--- src/rtl/motoro3_pwm_ramp_scheduler.sv ---
// Soft-start/stop scheduler stepping plLen toward a target every N PWM periods; optional MOTORO3_RAMP_MINLEN_EN adds a minimum non-zero pulse.
// All outputs registered: plLen moves 1 clk after a qualifying m3cntLast1 tick; no backpressure, commands are one-cycle pulses.
module motoro3_pwm_ramp_scheduler #(
  parameter int LEN_W = 16,
  parameter int DIV_W = 8
) (
  input  logic             clk_i,
  input  logic             rst_i,
  input  logic             start_i,
  input  logic             stop_i,
  input  logic [LEN_W-1:0] targetLen_i,
  input  logic [LEN_W-1:0] rampStep_i,
  input  logic [DIV_W-1:0] rampDiv_i,
`ifdef MOTORO3_RAMP_MINLEN_EN
  input  logic [LEN_W-1:0] minLen_i,
`endif
  input  logic             m3cntLast1_i,
  output logic [LEN_W-1:0] plLen_o,
  output logic             ramping_o,
  output logic             atTarget_o,
  output logic             done_o,
  output logic [1:0]       state_o
);

  typedef enum logic [1:0] {
    IDLE     = 2'd0,
    RAMP     = 2'd1,
    HOLD     = 2'd2,
    STOPPING = 2'd3
  } state_e;

  state_e           state_q, state_d;
  logic [LEN_W-1:0] plLen_q, plLen_d;
  logic [LEN_W-1:0] tgt_q, tgt_d;
  logic [DIV_W-1:0] divCnt_q, divCnt_d;
  logic             ramping_q, ramping_d;
  logic             atTarget_q, atTarget_d;
  logic             done_q, done_d;

  logic [DIV_W-1:0] divMax;
  logic [LEN_W:0]   stepSz;
  logic [LEN_W:0]   cur, tg, nxt;
  logic [LEN_W-1:0] newTgt;
  logic             active, update;

  always_comb begin
    divMax = (rampDiv_i == '0) ? DIV_W'(1) : rampDiv_i;
    stepSz = {1'b0, ((rampStep_i == '0) ? LEN_W'(1) : rampStep_i)};
    active = (state_q == RAMP) || (state_q == STOPPING);
    update = m3cntLast1_i && active && (divCnt_q == divMax - DIV_W'(1));
`ifdef MOTORO3_RAMP_MINLEN_EN
    newTgt = (targetLen_i < minLen_i) ? '0 : targetLen_i;
`else
    newTgt = targetLen_i;
`endif

    state_d  = state_q;
    tgt_d    = tgt_q;
    plLen_d  = plLen_q;
    divCnt_d = divCnt_q;
    done_d   = 1'b0;
    cur      = '0;
    tg       = '0;
    nxt      = '0;

    // Commands first; a simultaneous update then steps toward the new target.
    case (state_q)
      IDLE: begin
        if (start_i && !stop_i) begin
          tgt_d = newTgt;
          if (newTgt != '0) state_d = RAMP;
        end
      end
      RAMP, HOLD: begin
        if (stop_i) begin
          state_d = STOPPING;
          tgt_d   = '0;
        end else if (start_i) begin
          tgt_d = newTgt;
          if (state_q == HOLD && newTgt != tgt_q) state_d = RAMP;
        end
      end
      default: ;
    endcase

    if (m3cntLast1_i) begin
      if (update)      divCnt_d = '0;
      else if (active) divCnt_d = divCnt_q + DIV_W'(1);
      else             divCnt_d = '0;
    end

    if (update) begin
      cur = {1'b0, plLen_q};
      tg  = {1'b0, tgt_d};
      if (tg >= cur) nxt = (tg - cur <= stepSz) ? tg : cur + stepSz;
      else           nxt = (cur - tg <= stepSz) ? tg : cur - stepSz;
`ifdef MOTORO3_RAMP_MINLEN_EN
      // Values the drivers cannot pass snap up to minLen or down to zero.
      if (nxt != '0 && nxt < {1'b0, minLen_i}) begin
        if (tg > cur) nxt = (tg < {1'b0, minLen_i}) ? tg : {1'b0, minLen_i};
        else          nxt = '0;
      end
`endif
      plLen_d = nxt[LEN_W-1:0];
      if (nxt[LEN_W-1:0] == tgt_d) begin
        if (state_d == STOPPING) begin
          state_d = IDLE;
          done_d  = 1'b1;
        end else begin
          state_d = HOLD;
        end
      end
    end

    ramping_d  = (state_d == RAMP) || (state_d == STOPPING);
    atTarget_d = (state_d == HOLD);
  end

  always_ff @(posedge clk_i or posedge rst_i) begin
    if (rst_i) begin
      state_q    <= IDLE;
      plLen_q    <= '0;
      tgt_q      <= '0;
      divCnt_q   <= '0;
      ramping_q  <= 1'b0;
      atTarget_q <= 1'b0;
      done_q     <= 1'b0;
    end else begin
      state_q    <= state_d;
      plLen_q    <= plLen_d;
      tgt_q      <= tgt_d;
      divCnt_q   <= divCnt_d;
      ramping_q  <= ramping_d;
      atTarget_q <= atTarget_d;
      done_q     <= done_d;
    end
  end

  assign plLen_o    = plLen_q;
  assign ramping_o  = ramping_q;
  assign atTarget_o = atTarget_q;
  assign done_o     = done_q;
  assign state_o    = state_q;

endmodule

--- config.mk ---
export PLATFORM = sky130hd
export DESIGN_NAME = motoro3_pwm_ramp_scheduler
export DESIGN_NICKNAME = d
export VERILOG_FILES = /design/src/rtl/motoro3_pwm_ramp_scheduler.sv
export SDC_FILE = /design/constraint.sdc
export NUM_CORES = 1
export LEC_CHECK = 0
export CORE_MARGIN = 2
export CORE_UTILIZATION = 59
export DETAILED_ROUTE_END_ITERATION = 16
export HOLD_SLACK_MARGIN = 0.03
export PLACE_DENSITY = 0.81
export SKIP_LAST_GASP = 1
export SYNTH_ARGS = -nofsm -noshare
export SYNTH_HDL_FRONTEND = slang
export SYNTH_SLANG_ARGS = --single-unit
--- constraint.sdc ---
create_clock -name clk_i -period 11 [get_ports clk_i]
set_clock_uncertainty 0.15 [all_clocks]
set_input_delay 2.2 -clock clk_i [delete_from_list [all_inputs] [get_ports clk_i]]
set_output_delay 2.2 -clock clk_i [all_outputs]
set_load 0.005 [all_outputs]
==> reports/summary.txt <==
Seq/Total Area, Yosys = 15.1%
chip width = 115 microns
First DRT Iteration DRCs = 534
reg-to-reg endpoint = state_o[1]
async set or reset register ratio after synthesis = 100%
mux contribution to synthesized area = 2.63%
slowest stage delay, CP = 560 ps
CTS tree = done
Mean Syn Cell Area = 7.73 sq um
initial core utilization = 60.6%
commonest cells in the netlist = 100 x ha_1, 82 x inv_1, 67 x nor2_1
Crit. Startpoint = stop_i
core area = 12,100 sq um
Hold-fix buffers, CTS = 0
worst setup margin = 2210 ps
setup TNS = 0 ps
#FFs+latches synth = 44
Yosys warning total = 0
Lkg Pwr = 3.75 nW
1st-pass router iterations = 5
R2R Setup Slk = 3750 ps
period utilization = 79.9%
top-count cell post-synth = ha_1
root buf cell = clkbuf_16
# diodes = 0
Startpoint Class = primary input
worst min path class = register to register
Synth Instances = 946
number of H-tree levels = 2
post-route cell area = 8130 sq um
row count = 40
Compound-Gate Fraction of Synth Area = 24.9%
routed via count = 7,020
Cell Int Power = 0.00116 W
CTS clk-pin slew, worst paths = 60 ps
Antenna Nets Post-Route = 0
Sink Count = 44
Synth cell types = 82
WL final = 20,800 microns
initial antenna violation count = 0
Reg power frac = 10.6%
post-layout min period = 8790 ps
global-route wire length before repair = 33,400 microns
Layout Nets = 1,113
worst skew pair latency = 300 ps
crit path DAT = 8850 ps
worst setup path end = state_o[1]
top cell type's share of synthesized area = 17.1%
Remaining Overflow, GRT = 0
GRT Resource Usage Total = 31.9%
R2R Path Start = ramping_o
Cell Area, Synth = 7310 sq um
Syn-to-layout area delta = 11.2%
die area = 13,300 sq um
post-synthesis xor/xnor area fraction = 13.1%
ranking of synthesized cells by area = ha_1 17%, dfrtp_1 15%, xnor2_1 7.1%, xor2_1 4.9%, o21ai_0 4.3%
final count of negative-setup-slack endpoints = 0
main combinational cell family by area after synthesis = compound AO/OA/AOI/OAI gates
# DRC = 0
CP Class = primary input to register
Via density = 6.20
Slew Limit Fails = 0
Final Hold Viols = 0
largest net degree at the start of global routing = 45
post-CTS setup buffer count = 0
post-synth net total = 1,095
Worst R2R Path Depth = 26
Post-Synth Adder-Cell Area = 18.2%
Max Fanout on Critical Path = 27
routability congestion estimate from global placement = 0.995
Synth Area in Simple Gates = 18.2%
RSZ-0062 raised after global routing = false
cts bufs inserted = 5
die span in y = 115 microns
Synth area leader = ha_1
PostCTS Resize Cnt = 0
HPWL after DPL = 16,700 microns
Avg WL per Cell = 18.4 microns
Psw = 0.00126 W
non-filler instance count after layout = 1,133
IO Pins = 66
clock group share of total power = 7.4%
Cell Pwr Density = 298 nW/um^2
Slew @ Worst Pin = 1120 ps
max-cap viol count = 0
Critical Path End Type = register
number of synthesized flops with an enable pin = 0
input/output buffers = 65
Placement Setup Slack = 2020 ps
Post-synth top flop = dfrtp_1
run status = completed
number of global-route vias before repair = 6,606
sw frac = 52.2%
maximum vdd drop = 0.000226 V
number of cells after detailed placement = 1,125
Max-Slew Margin vs Limit = 24.6%
share of cells above drive strength 1 = 4.46%
Area after DPL = 7960 sq um
clk buf depth = 2
Critical-path top delay cell = a22oi_1
Logic pwr share = 82.0%
FMAX = 114 MHz
fillers = 1,035
critical path required time = 11,070 ps
-- cell type report --
cell class / count / area [sq um] / area share, %
inverters: 86 / 328 / 4.03
multi-input cells: 759 / 5650 / 69.5
clock buffers: 5 / 125 / 1.54
clock inverters: 3 / 46.3 / 0.569
well taps: 168 / 210 / 2.59
repair buffers: 68 / 673 / 8.28
flip-flops and latches: 44 / 1100 / 13.5
-- power by group through the flow --
stage	clock network [W]	registers (W)	logic, W
6_report	0.000178	0.000257	0.00199
5_1_grt	0.000185	0.000262	0.00221
4_1_cts	0.000179	0.000256	0.00195
3_5_place_dp	0	0.000259	0.00194
3_3_place_gp	0	0.000257	0.00191
2_1_floorplan	0	0.000246	0.00148
-- how the worst min path moves through the flow --
stage / start / endpoint / slack [ps] / depth (start not counted)
2_1_floorplan: divCnt_q[5] / divCnt_q[5] / 360 / 1
6_report: divCnt_q[4] / divCnt_q[4] / 410 / 1
5_1_grt: divCnt_q[4] / divCnt_q[4] / 460 / 1
4_1_cts: divCnt_q[4] / divCnt_q[4] / 410 / 1
3_3_place_gp: divCnt_q[5] / divCnt_q[5] / 400 / 1
3_5_place_dp: divCnt_q[4] / divCnt_q[4] / 400 / 1
-- cell families (layout without fill, tap and decap cells) --
group | Yosys count | after routing
mux | 18 | 18
buf+inv | 143 | 162
fa+ha+maj | 104 | 104
flops | 44 | 44
xor+xnor | 104 | 104
simple gates | 265 | 265
compound gates | 268 | 268
-- per-layer routing --
layer / GRT usage (%) / vias up / routed length [microns]
li1: - / 3389 / -
met1: 43.5 / 3284 / 9080
met2: 51.3 / 297 / 9240
met3: 5.06 / 50 / 1790
met4: 11.3 / 0 / 697
met5: 0 / - / 0
-- placed cells by master (no fill, tap or decap), types with 4 or more instances in the layout --
| master | n |
|---|---|
| nand2b_1 | 14 |
| o21bai_1 | 9 |
| a22o_1 | 10 |
| inv_1 | 81 |
| a22oi_1 | 4 |
| o211ai_1 | 9 |
| mux2i_1 | 11 |
| a21oi_1 | 58 |
| clkbuf_16 | 5 |
| or3_1 | 5 |
| nor2_1 | 67 |
| nor3_1 | 16 |
| o41ai_1 | 6 |
| mux2_2 | 6 |
| dfrtp_1 | 44 |
| clkdlybuf4s50_1 | 65 |
| nor2b_1 | 12 |
| xnor2_1 | 59 |
| and3_1 | 13 |
| nand4_1 | 12 |
| inv_2 | 4 |
| o21ai_0 | 63 |
| a31oi_1 | 4 |
| fa_1 | 4 |
| nand2_1 | 61 |
| nand3_1 | 22 |
| o22ai_1 | 5 |
| nor4_1 | 15 |
| xor2_1 | 41 |
| a21o_1 | 23 |
| o21a_1 | 11 |
| or2_2 | 7 |
| ha_1 | 100 |
| or4_1 | 6 |
| a211oi_1 | 15 |
-- state kept, by name (all words and copies together), names as in the netlist --
signal	cells
plLen_o	16
tgt_q	16
divCnt_q	8
atTarget_o	1
done_o	1
ramping_o	1
state_o	1
-- worst max-delay path, delay by kind of cell --
family,cells,cell delay (ps)
buffers and inverters,3,1030
AOI/OAI and AO/OA,12,3220
adders and majority gates,2,740
muxes,1,200
and+or+nand+nor,6,1270
xor gates and xnor gates,1,170
-- per-stage QoR --
step	hold slack, ps	util, %	total power (W)
after floorplan	364	-	0.00173
after global placement	403	66.0	0.00217
after detailed placement	404	66.0	0.00219
after CTS	413	67.4	0.00239
after global routing	460	67.4	0.00266
final	409	67.4	0.00242
No activity file was read; power rests on OpenSTA's default activity.
